<file path="src/rtl/count_pkg.sv">
// Shared encodings for the count/status generator: FSM states and count direction.
package count_pkg;

  typedef enum logic [1:0] {
    IDLE = 2'd0,
    RUN  = 2'd1,
    HOLD = 2'd2
  } state_t;

  localparam logic COUNT_UP = 1'b1;
  localparam logic COUNT_DN = 1'b0;

endpackage

</file>
<file path="src/rtl/count_status_gen_counter.sv">
// Bounded up/down counter: clamped load, inc/dec and wrap-reload strobes,
// plus terminal-value detection at both ends of [0, MAX_COUNT].
module updown_counter #(
  parameter int WIDTH     = 2,
  parameter int MAX_COUNT = (2**WIDTH) - 1
) (
  input  logic             clk,
  input  logic             rst_n,
  input  logic             i_load,
  input  logic [WIDTH-1:0] i_load_val,
  input  logic             i_inc,
  input  logic             i_dec,
  input  logic             i_set_zero,
  input  logic             i_set_max,
  output logic [WIDTH-1:0] o_count,
  output logic             o_at_max,
  output logic             o_at_zero
);

  localparam logic [WIDTH-1:0] MAX_C = MAX_COUNT[WIDTH-1:0];

  logic [WIDTH-1:0] r_count;
  logic [WIDTH-1:0] w_load_clamped;

  assign w_load_clamped = (i_load_val > MAX_C) ? MAX_C : i_load_val;

  // inc/dec are only asserted by the caller when the bound has not been reached
  always_ff @(posedge clk or negedge rst_n) begin
    if (!rst_n) begin
      r_count <= '0;
    end else if (i_load) begin
      r_count <= w_load_clamped;
    end else if (i_set_zero) begin
      r_count <= '0;
    end else if (i_set_max) begin
      r_count <= MAX_C;
    end else if (i_inc && (r_count != MAX_C)) begin
      r_count <= r_count + WIDTH'(1);
    end else if (i_dec && (r_count != '0)) begin
      r_count <= r_count - WIDTH'(1);
    end
  end

  assign o_count   = r_count;
  assign o_at_max  = (r_count == MAX_C);
  assign o_at_zero = (r_count == '0);

endmodule

</file>
<file path="src/rtl/count_status_gen.sv">
// Upstream count/status source for the status register: start/stop up/down
// counter whose terminal-count flag is held until acknowledged downstream.
module count_status_gen
  import count_pkg::*;
#(
  parameter int WIDTH     = 2,
  parameter int MAX_COUNT = (2**WIDTH) - 1,
  parameter int WRAP      = 1
) (
  input  logic             clk,
  input  logic             rst_n,
  input  logic             start,
  input  logic             stop,
  input  logic             load,
  input  logic [WIDTH-1:0] load_val,
  input  logic             up_down,
  input  logic             status_ack,
  output logic [WIDTH-1:0] count,
  output logic             status,
  output logic             busy
);

  state_t r_state;
  logic   r_status;
  logic   r_busy;
  logic   r_term_max;

  logic   w_at_max;
  logic   w_at_zero;
  logic   w_terminal;
  logic   w_load;
  logic   w_run_cnt;
  logic   w_ack_wrap;

  assign w_terminal = (up_down == COUNT_UP) ? w_at_max : w_at_zero;
  assign w_load     = load && ((r_state == IDLE) || (r_state == RUN));
  assign w_run_cnt  = (r_state == RUN) && !load && !stop && !w_terminal;
  assign w_ack_wrap = (r_state == HOLD) && status_ack && (WRAP != 0);

  updown_counter #(
    .WIDTH     (WIDTH),
    .MAX_COUNT (MAX_COUNT)
  ) u_counter (
    .clk        (clk),
    .rst_n      (rst_n),
    .i_load     (w_load),
    .i_load_val (load_val),
    .i_inc      (w_run_cnt && (up_down == COUNT_UP)),
    .i_dec      (w_run_cnt && (up_down == COUNT_DN)),
    .i_set_zero (w_ack_wrap && r_term_max),
    .i_set_max  (w_ack_wrap && !r_term_max),
    .o_count    (count),
    .o_at_max   (w_at_max),
    .o_at_zero  (w_at_zero)
  );

  always_ff @(posedge clk or negedge rst_n) begin
    if (!rst_n) begin
      r_state    <= IDLE;
      r_status   <= 1'b0;
      r_busy     <= 1'b0;
      r_term_max <= 1'b0;
    end else begin
      case (r_state)
        IDLE: begin
          if (!load && start) begin
            r_state <= RUN;
            r_busy  <= 1'b1;
          end
        end
        RUN: begin
          if (load) begin
            r_state <= RUN;
          end else if (stop) begin
            r_state <= IDLE;
            r_busy  <= 1'b0;
          end else if (w_terminal) begin
            r_state    <= HOLD;
            r_status   <= 1'b1;
            r_term_max <= (up_down == COUNT_UP);
          end
        end
        HOLD: begin
          // load/start/stop are deliberately not looked at while waiting for ack
          if (status_ack) begin
            r_status <= 1'b0;
            if (WRAP != 0) begin
              r_state <= RUN;
            end else begin
              r_state <= IDLE;
              r_busy  <= 1'b0;
            end
          end
        end
        default: begin
          r_state  <= IDLE;
          r_status <= 1'b0;
          r_busy   <= 1'b0;
        end
      endcase
    end
  end

  assign status = r_status;
  assign busy   = r_busy;

endmodule
</file>
<file path="config.mk">
export PLATFORM = sky130hd
export DESIGN_NAME = count_status_gen
export DESIGN_NICKNAME = d
export VERILOG_FILES = /design/src/rtl/count_pkg.sv /design/src/rtl/count_status_gen_counter.sv /design/src/rtl/count_status_gen.sv
export SDC_FILE = /design/constraint.sdc
export NUM_CORES = 1
export LEC_CHECK = 0
export CORE_AREA = 2 2 39 41
export CTS_CLUSTER_SIZE = 40
export DETAILED_ROUTE_END_ITERATION = 8
export DIE_AREA = 0 0 41 43
export PLACE_DENSITY_LB_ADDON = 0.25
export SYNTH_ARGS = -nofsm -noshare
export SYNTH_HDL_FRONTEND = slang
export SYNTH_HIERARCHICAL = 1
export SYNTH_SLANG_ARGS = --single-unit
</file>
<file path="constraint.sdc">
create_clock -name clk -period 2.1 [get_ports clk]
set_clock_uncertainty 0.05 [all_clocks]
set_input_delay 0.42 -clock clk [delete_from_list [all_inputs] [get_ports clk]]
set_output_delay 0.42 -clock clk [all_outputs]
set_load 0.005 [all_outputs]
</file>
After elaboration in Yosys (flattened, before gate mapping)
Cells that the tools add are included.
Widths: inputs -> output; s select.
{"block": "totals", "output_inout_bits": 4, "in_bits": 9, "regBits": 7, "wordCells": 71}
{"block": "classes", "n_reduce_logical": 25, "n_lt_le_gt_ge": 1, "eq_ne": 11, "add_sub_neg": 2, "bitwise_logic": 5, "muxes": 22}
{"op": "$mux 2", "count": 11}
{"op": "$logic_and 1x1->1", "count": 12}
{"op": "$ne 2x2->1 const B", "count": 6}
{"op": "$mux 1", "count": 8}
{"op": "$reduce_and 4->1", "count": 2}
{"op": "$pmux 1 s3", "count": 2}
{"op": "$pmux 2 s3", "count": 1}
{"op": "$not 1->1", "count": 5}
{"op": "$reduce_and 5->1", "count": 1}
{"op": "$reduce_bool 5->1", "count": 1}
{"op": "$eq 2x2->1 const B", "count": 2}
{"op": "$logic_not 1->1", "count": 4}
{"op": "$logic_not 2->1", "count": 2}
{"op": "$ne 4x4->1 const B", "count": 1}
{"op": "$reduce_and 3->1", "count": 1}
{"op": "$add 2x1->2 const B", "count": 1}
{"op": "$eq 2x1->1 const B", "count": 1}
{"op": "$gt 2x2->1 const B", "count": 1}
{"op": "$ne 2x1->1 const B", "count": 1}
{"op": "$reduce_bool 2->1", "count": 1}
{"op": "$sub 2x1->2 const B", "count": 1}
{"op": "$logic_or 1x1->1", "count": 1}

Depth between registers and ports, before layout
Gate-level depths: netlist of the first run.
{"block": "logic_depth", "depth_word": 11, "depth_mapped": 5, "ltp_nobuf": 5}

By module
The synthesis of the first run kept the hierarchy.
{"module": "count_status_gen", "seq_area_each_um2": 125.1, "n_inst": 1, "cells_each": 29, "area_per_inst_um2": 291.5}
{"module": "updown_counter", "seq_area_each_um2": 50.0, "n_inst": 1, "cells_each": 19, "area_per_inst_um2": 177.7}

Worst setup path before layout of the first run
OpenSTA, ideal clock, no wires.
{"block": "synth_path", "kind": "input-to-reg", "startpoint": "in load", "endpoint": "reg u_counter.r_count[1], in the netlist u_counter/o_count[1]", "path_stages": 5, "arrival_time_ns": 1.804, "path_slack_ns": 0.159, "required_ns": 1.963, "setup_ns": 0.087, "path_cell_list": "or4b_4 -> nor3b_1 -> nand4bb_1 -> o211ai_1 -> a22oi_1"}
{"block": "synth_via", "elab_chain_cells": 10, "elab_cells_between_ends": 14, "cone_classes": "mux: 4; reduce/logical: 10"}
{"item": "from (decl)", "line_no": "count_status_gen.sv:14", "rtl": "input logic load,"}
{"item": "$logic_not 1->1", "line_no": "count_status_gen.sv:37", "rtl": "assign w_run_cnt = (r_state == RUN) && !load && !stop && !w_terminal;"}
{"item": "$logic_and 1x1->1 (3 in a row)", "line_no": "count_status_gen.sv:37"}
{"item": "$logic_and 1x1->1", "line_no": "count_status_gen.sv:48", "rtl": ".i_inc (w_run_cnt && (up_down == COUNT_UP)),"}
{"item": "$logic_and 1x1->1", "line_no": "count_status_gen_counter.sv:37", "rtl": "end else if (i_inc && (r_count != MAX_C)) begin"}
{"item": "$mux 2", "line_no": "count_status_gen_counter.sv:37"}
{"item": "$mux 2", "line_no": "count_status_gen_counter.sv:35", "rtl": "end else if (i_set_max) begin"}
{"item": "$mux 2", "line_no": "count_status_gen_counter.sv:33", "rtl": "end else if (i_set_zero) begin"}
{"item": "$mux 2", "line_no": "count_status_gen_counter.sv:31", "rtl": "end else if (i_load) begin"}
{"item": "to (signal assigned)", "line_no": "count_status_gen_counter.sv:32", "rtl": "r_count <= w_load_clamped;"}
{"item": "to (signal assigned)", "line_no": "count_status_gen_counter.sv:38", "rtl": "r_count <= r_count + WIDTH'(1);"}
{"item": "to (signal assigned)", "line_no": "count_status_gen_counter.sv:40", "rtl": "r_count <= r_count - WIDTH'(1);"}
{"item": "to (decl)", "line_no": "count_status_gen_counter.sv:22", "rtl": "logic [WIDTH-1:0] r_count;"}
Several ways; a longest one is shown, not always the timed one.
A chain may end at the register's enable or synchronous reset.

Worst setup path in the final report of the first run
{"block": "layout_path", "startpoint": "in stop", "endpoint": "reg u_counter.r_count[1], in the netlist u_counter/o_count[1]"}
{"block": "layout_via", "elab_chain_cells": 9, "elab_cells_between_ends": 12, "cone_classes": "mux: 4; reduce/logical: 8"}
{"item": "from (decl)", "line_no": "count_status_gen.sv:13", "rtl": "input logic stop,"}
{"item": "$logic_not 1->1 (*)", "line_no": "count_status_gen.sv:37"}
{"item": "$logic_and 1x1->1 (*) (2 in a row)", "line_no": "count_status_gen.sv:37"}
{"item": "$logic_and 1x1->1", "line_no": "count_status_gen.sv:48"}
{"item": "$logic_and 1x1->1", "line_no": "count_status_gen_counter.sv:37"}
{"item": "$mux 2", "line_no": "count_status_gen_counter.sv:37"}
{"item": "$mux 2", "line_no": "count_status_gen_counter.sv:35"}
{"item": "$mux 2", "line_no": "count_status_gen_counter.sv:33"}
{"item": "$mux 2", "line_no": "count_status_gen_counter.sv:31"}
Every way passes the cells marked *; elsewhere a longest branch is shown, timed or not.

==> results.cfg, run 1 <==
[clock_network]
clock_path_buffers = 2
numCtsBuffers = 3
path_clk_slew_ps = 50
cts.sinks = 7
cts_post_setup_buffers_inserted = 0
ctsHtreeMaxLevel = 1
tritoncts_clock_tree = yes
clock_tree.root_cell = sky130_fd_sc_hd__clkbuf_4
clock_insertion_delay_worst_skew_ps = 250
post_cts.resized_instances = 0
holdBufCountCts = 0

[worst_setup_path]
path_max_fanout = 4
data_required_critical_path_ps = 2210
wp_data_arrival_ps = 2140
setup.worst_path.class = primary input to flop
r2r-end = u_counter/o_count[1]
critPathCaptureType = flop
timing.rr.start = r_state[0]
reg2reg_setup_slack_ps = 280
worstSetupStartpoint = stop
critical_path.startpoint_type = primary input
r2r.worst_path.cells = 6

[floorplanning]
core_area_um2 = 1380
placementRows = 14
dieArea_um2 = 1760
die_width_um = 41
initial_standard_cell_utilization_of_the_core = 0.339
number_of_primary_i_o_pins = 13
chipHeight_um = 43

[pwr]
worst_ir_drop_vdd_mv = 0.575
p_leak_nw = 0.294
power.density_cell_area_nw_per_um2 = 845

[drt]
drt_drc_violations_left = 0
first_iter_violations = 6
postRouteAntennaNets = 0
route.final.wire_length_mm = 1.07
drtPass1Iterations = 4
wl_per_cell_um = 12.1
vias_per_cell = 5.08
num_vias = 447

[sta]
post-route-min-period_ps = 2030
timing_max_transition_violations_final = 0
report.final.hold_viol_count = 0
max_freq_ghz = 0.494
fin_setup_tns_ps = 0
worst_max_slew_pin_slew_ps = 319
finalCritPeriodShare = 0.965
finalSetupViolCount = 0
max-slew-margin-rel = 0.787

[yosys]
netlist.area_leader.share = 0.373
synthesis.yosys.warnings = 6
yosys_most_used_dff = sky130_fd_sc_hd__dfrtp_1
synth.ff_latch_count = 7
synth-seq-area-share = 0.373
post_synth_instance_area_um2 = 469
syn_nets = 57
synthesis.instances = 48
synth_top_cell_by_area = sky130_fd_sc_hd__dfrtp_1
synthDistinctLibCells = 26
synth_edf_count = 0
syn_area_per_cell_um2 = 9.78
synth_async_sr_flop_share = 1.00
synthTopCellsByArea = sky130_fd_sc_hd__dfrtp_1, sky130_fd_sc_hd__a22oi_1, sky130_fd_sc_hd__nor3b_1
yosysMostFrequentCell = sky130_fd_sc_hd__dfrtp_1
yosys-top-cells-count = sky130_fd_sc_hd__dfrtp_1, sky130_fd_sc_hd__nor2_1, sky130_fd_sc_hd__o21ai_0

[finish]
post-route-util = 0.506
layout-drive-gt1-share = 0.264
final_nets = 82
area.growth.synth_to_final_pct = 49.3
insertedDiodeCount = 0
regArea_um2 = 175
multi_input_area_um2 = 288
fin_area_um2 = 701
fillers = 132

[global_route]
largest_net_degree_at_the_start_of_global_routing = 9
grt-ovfl-total = 0
first_global_vias = 415
wire_length_of_the_first_global_routing_pass_mm = 1.64
initial_antenna_violation_count = 0
grt_use_total = 0.142

[placement]
port_buffers = 12
globalplace.congestion = 0.723
place_area_um2 = 669
detailed_place_hpwl_um = 840

[outcome]
status = finished, final reports clean

[min_path]
hold_class = primary input to asynchronous set/reset pin

[run]
drv.max_cap_violation_count = 0
## logic make-up (layout without fill, tap and decap cells)
logic type | Yosys count | after routing | synth area share
AO/OA/AOI/OAI | 14 | 14 | 0.211
XOR/XNOR | 1 | 1 | 0.0187
buffers and inverters | 3 | 27 | 0.0240
flip-flops | 7 | 7 | 0.373
multiplexers | 2 | 2 | 0.0480
AND/OR/NAND/NOR | 21 | 21 | 0.325
## stage by stage
stage	total power [mW]	cells	hold slack (ps)	setup slack, ps
floorplan	0.350	48	74.4	159
global placement	0.467	84	418	-151
detailed placement	0.472	84	421	-206
CTS	0.599	88	397	25.0
global route	0.637	88	405	-16.8
finish	0.592	88	377	74.5
## sequential cells by signal, indices dropped and copies added, names as in the netlist
name,cells
busy,1
r_state,2
r_term_max,1
status,1
u_counter/o_count,2
## metal layers
| layer | vias to the layer above | wire (µm) | global-route usage |
|---|---|---|---|
| li1 | 228 | - | - |
| met1 | 206 | 476 | 0.175 |
| met2 | 11 | 518 | 0.197 |
| met3 | 2 | 58 | 0.0942 |
| met4 | 0 | 13 | 0.0400 |
| met5 | - | 0 | 0 |
## critical path: stages
cell and delay [ps]:
sky130_fd_sc_hd__clkdlybuf4s50_1 430, sky130_fd_sc_hd__or4b_4 550, sky130_fd_sc_hd__nor3b_2 180, sky130_fd_sc_hd__buf_4 150, sky130_fd_sc_hd__nand4bb_1 120, sky130_fd_sc_hd__o211ai_1 90, sky130_fd_sc_hd__a22oi_1 190
## worst max path at each step
stage	to	slack (ps)
after detailed placement	u_counter/o_count[1]	-210
after CTS	u_counter/o_count[1]	30
after floorplan	u_counter/o_count[1]	160
final	u_counter/o_count[1]	70
after global placement	u_counter/o_count[0]	-150
after global routing	u_counter/o_count[1]	-20
## cells in the final DEF, fill, tap and decap left out, types with 3 or more instances in the layout
cell / count
sky130_fd_sc_hd__clkdlybuf4s50_1: 12
sky130_fd_sc_hd__buf_4: 8
sky130_fd_sc_hd__dfrtp_1: 7
sky130_fd_sc_hd__nor2_1: 5
sky130_fd_sc_hd__o21ai_0: 4
sky130_fd_sc_hd__inv_1: 3
sky130_fd_sc_hd__clkbuf_4: 3
sky130_fd_sc_hd__a22oi_1: 3
## final cells by class
class / count / share of cell area
Multi-Input combinational cell: 38 / 0.411
Timing Repair Buffer: 20 / 0.257
Sequential cell: 7 / 0.250
Clock buffer: 4 / 0.0375
Tap cell: 16 / 0.0286
Inverter: 3 / 0.0161
## power by group
part / internal (mW) / switching (mW) / leakage (nW) / total, mW
registers: 0.182 / 0.0531 / 0.0852 / 0.235
clock network: 0.0725 / 0.0500 / 0.0150 / 0.122
logic: 0.152 / 0.0835 / 0.193 / 0.235
total: 0.406 / 0.187 / 0.294 / 0.592
No activity file was read; power rests on OpenSTA's default activity.
==> inputs of run 2 (changes only) <==
--- a/config.mk
+++ b/config.mk
@@ -10,6 +10,8 @@
 export DETAILED_ROUTE_END_ITERATION = 8
 export DIE_AREA = 0 0 41 43
 export PLACE_DENSITY_LB_ADDON = 0.25
+export SETUP_SLACK_MARGIN = 0.05
+export SKIP_LAST_GASP = 1
 export SYNTH_ARGS = -nofsm -noshare
 export SYNTH_HDL_FRONTEND = slang
 export SYNTH_HIERARCHICAL = 1
==> run 2 against run 1 <==
Setup slack better by 200 ps. Non-clock buffer count did not move. Sequential cell count did not move. Power is 0.11% higher. Wire length grew 0.66%. Core utilization up 0.36 points. Sequential power hardly changed. Die area unchanged. Critical path type is now flop to flop.
==> results.cfg, run 2 (synthesized netlist as in run 1, its figures left out) <==
[drt]
drtPass1Iterations = 4
num_vias = 450
postRouteAntennaNets = 0
wl_per_cell_um = 12.2
route.final.wire_length_mm = 1.07
met2WireLength_um = 523
detailroute.wirelength.met3_um = 58
routedLengthMet1_um = 477
vias_per_cell = 5.11
first_iter_violations = 7
drt_drc_violations_left = 0
routed.top_layer = met4

[sta]
finalSetupViolCount = 0
report.final.hold_viol_count = 0
final.hold.worst_slack_ps = 377
fin_setup_tns_ps = 0
worst_max_slew_pin_slew_ps = 319
timing_max_transition_violations_final = 0
grt_setup_unrepaired = no
max-slew-margin-rel = 0.786
postLayoutSetupSlackWorst_ps = 277
post-route-min-period_ps = 1820
max_freq_ghz = 0.549
finalCritPeriodShare = 0.868

[worst_setup_path]
worst-path-stages = 6
reg2reg_setup_slack_ps = 280
critical-path-max-stage-delay_ps = 510
path_max_fanout = 7
critical_path.startpoint_type = flop
setup.worst_path.class = flop to flop
worst_path_cell_trace = or4b_4, nor3b_2, buf_4, nand4bb_1, o211ai_1, a22oi_1
r2r.worst_path.cells = 6
critPathCaptureType = flop
timing.critical_path.buf_inv = 1
critical_path.slowest_cell = sky130_fd_sc_hd__or4b_4
data_required_critical_path_ps = 2210
wp_data_arrival_ps = 1930
timing.critical_path.max_delay_family = simple AND/OR/NAND/NOR gates

[min_path]
hold_class = primary input to asynchronous set/reset pin

[pwr]
worst_ir_drop_vdd_mv = 0.575
power.density_cell_area_nw_per_um2 = 840
p_leak_nw = 0.312
post-layout-total-power_mw = 0.593

[run]
drv.max_cap_violation_count = 0

[global_route]
grt_use_total = 0.146
initial_antenna_violation_count = 0
wire_length_of_the_first_global_routing_pass_mm = 1.68
grt-ovfl-total = 0
first_global_vias = 419
largest_net_degree_at_the_start_of_global_routing = 9

[finish]
regArea_um2 = 175
layout-drive-gt1-share = 0.264
final_common_cell = sky130_fd_sc_hd__clkdlybuf4s50_1
area.growth.synth_to_final_pct = 50.4
final_nets = 82
multi_input_area_um2 = 288
post-route-util = 0.510
fillers = 131
insertedDiodeCount = 0
layout.cells.most_common_list = sky130_fd_sc_hd__clkdlybuf4s50_1, sky130_fd_sc_hd__buf_4, sky130_fd_sc_hd__dfrtp_1

[clock_network]
clock_path_buffers = 2
cts.sinks = 7
cts_post_setup_buffers_inserted = 0
holdBufCountCts = 0
ctsHtreeMaxLevel = 1
clock_tree.root_cell = sky130_fd_sc_hd__clkbuf_4
clock_insertion_delay_worst_skew_ps = 250
path_clk_slew_ps = 50
tritoncts_clock_tree = yes
numCtsBuffers = 3

[floorplanning]
number_of_primary_i_o_pins = 13
initial_standard_cell_utilization_of_the_core = 0.339
die_width_um = 41
chipHeight_um = 43
core_area_um2 = 1380
placementRows = 14
dieArea_um2 = 1760

[placement]
globalplace.congestion = 0.723
port_buffers = 12
pre_cts_ws_ps = -206
detailed_place_hpwl_um = 840

[outcome]
status = finished, final reports clean
==> run 2: changes by cell type in the layout (fill, tap and decap cells not counted) <==
cell | previous run | this run
sky130_fd_sc_hd__dlymetal6s2s_1 | 0 | 2
sky130_fd_sc_hd__clkdlybuf4s50_1 | 12 | 10
==> run 2: timing repair <==
action	in CTS	in global routing
resized for setup	1	2
pin swaps	0	3
endpoints found under the setup margin	1	2
cloned	0	0
==> run 2: final cells by class <==
cell class / count / share of cell area
clock buffers: 4 / 0.0372
well taps: 16 / 0.0284
repair buffers: 20 / 0.262
multi-input cells: 38 / 0.408
flip-flops and latches: 7 / 0.248
inverters: 3 / 0.0160
==> run 2: final timing paths <==
check / to / startpoint
max: u_counter/o_count[1] / r_state[0]
min: r_state[0] / rst_n
max reg2reg: u_counter/o_count[1] / r_state[0]
min reg2reg: status / status
max in group asynchronous: r_state[1] / rst_n
min in group clk: status / status
==> run 2: through the flow <==
step	std cells	area, µm²
after floorplan	48	469
after global placement	84	669
after detailed placement	84	669
after CTS	88	701
after global routing	88	706
final	88	706
==> run 2: per-layer routing <==
metal / vias to the layer above / GRT usage
li1: 227 / -
met1: 210 / 0.175
met2: 11 / 0.209
met3: 2 / 0.0942
met4: 0 / 0.0400
met5: - / 0
==> run 2: where the power goes <==
| part | internal (mW) | switching (mW) | total (mW) |
|---|---|---|---|
| Sequential | 0.182 | 0.0536 | 0.235 |
| Combinational | 0.151 | 0.0841 | 0.235 |
| Clock | 0.0725 | 0.0500 | 0.123 |
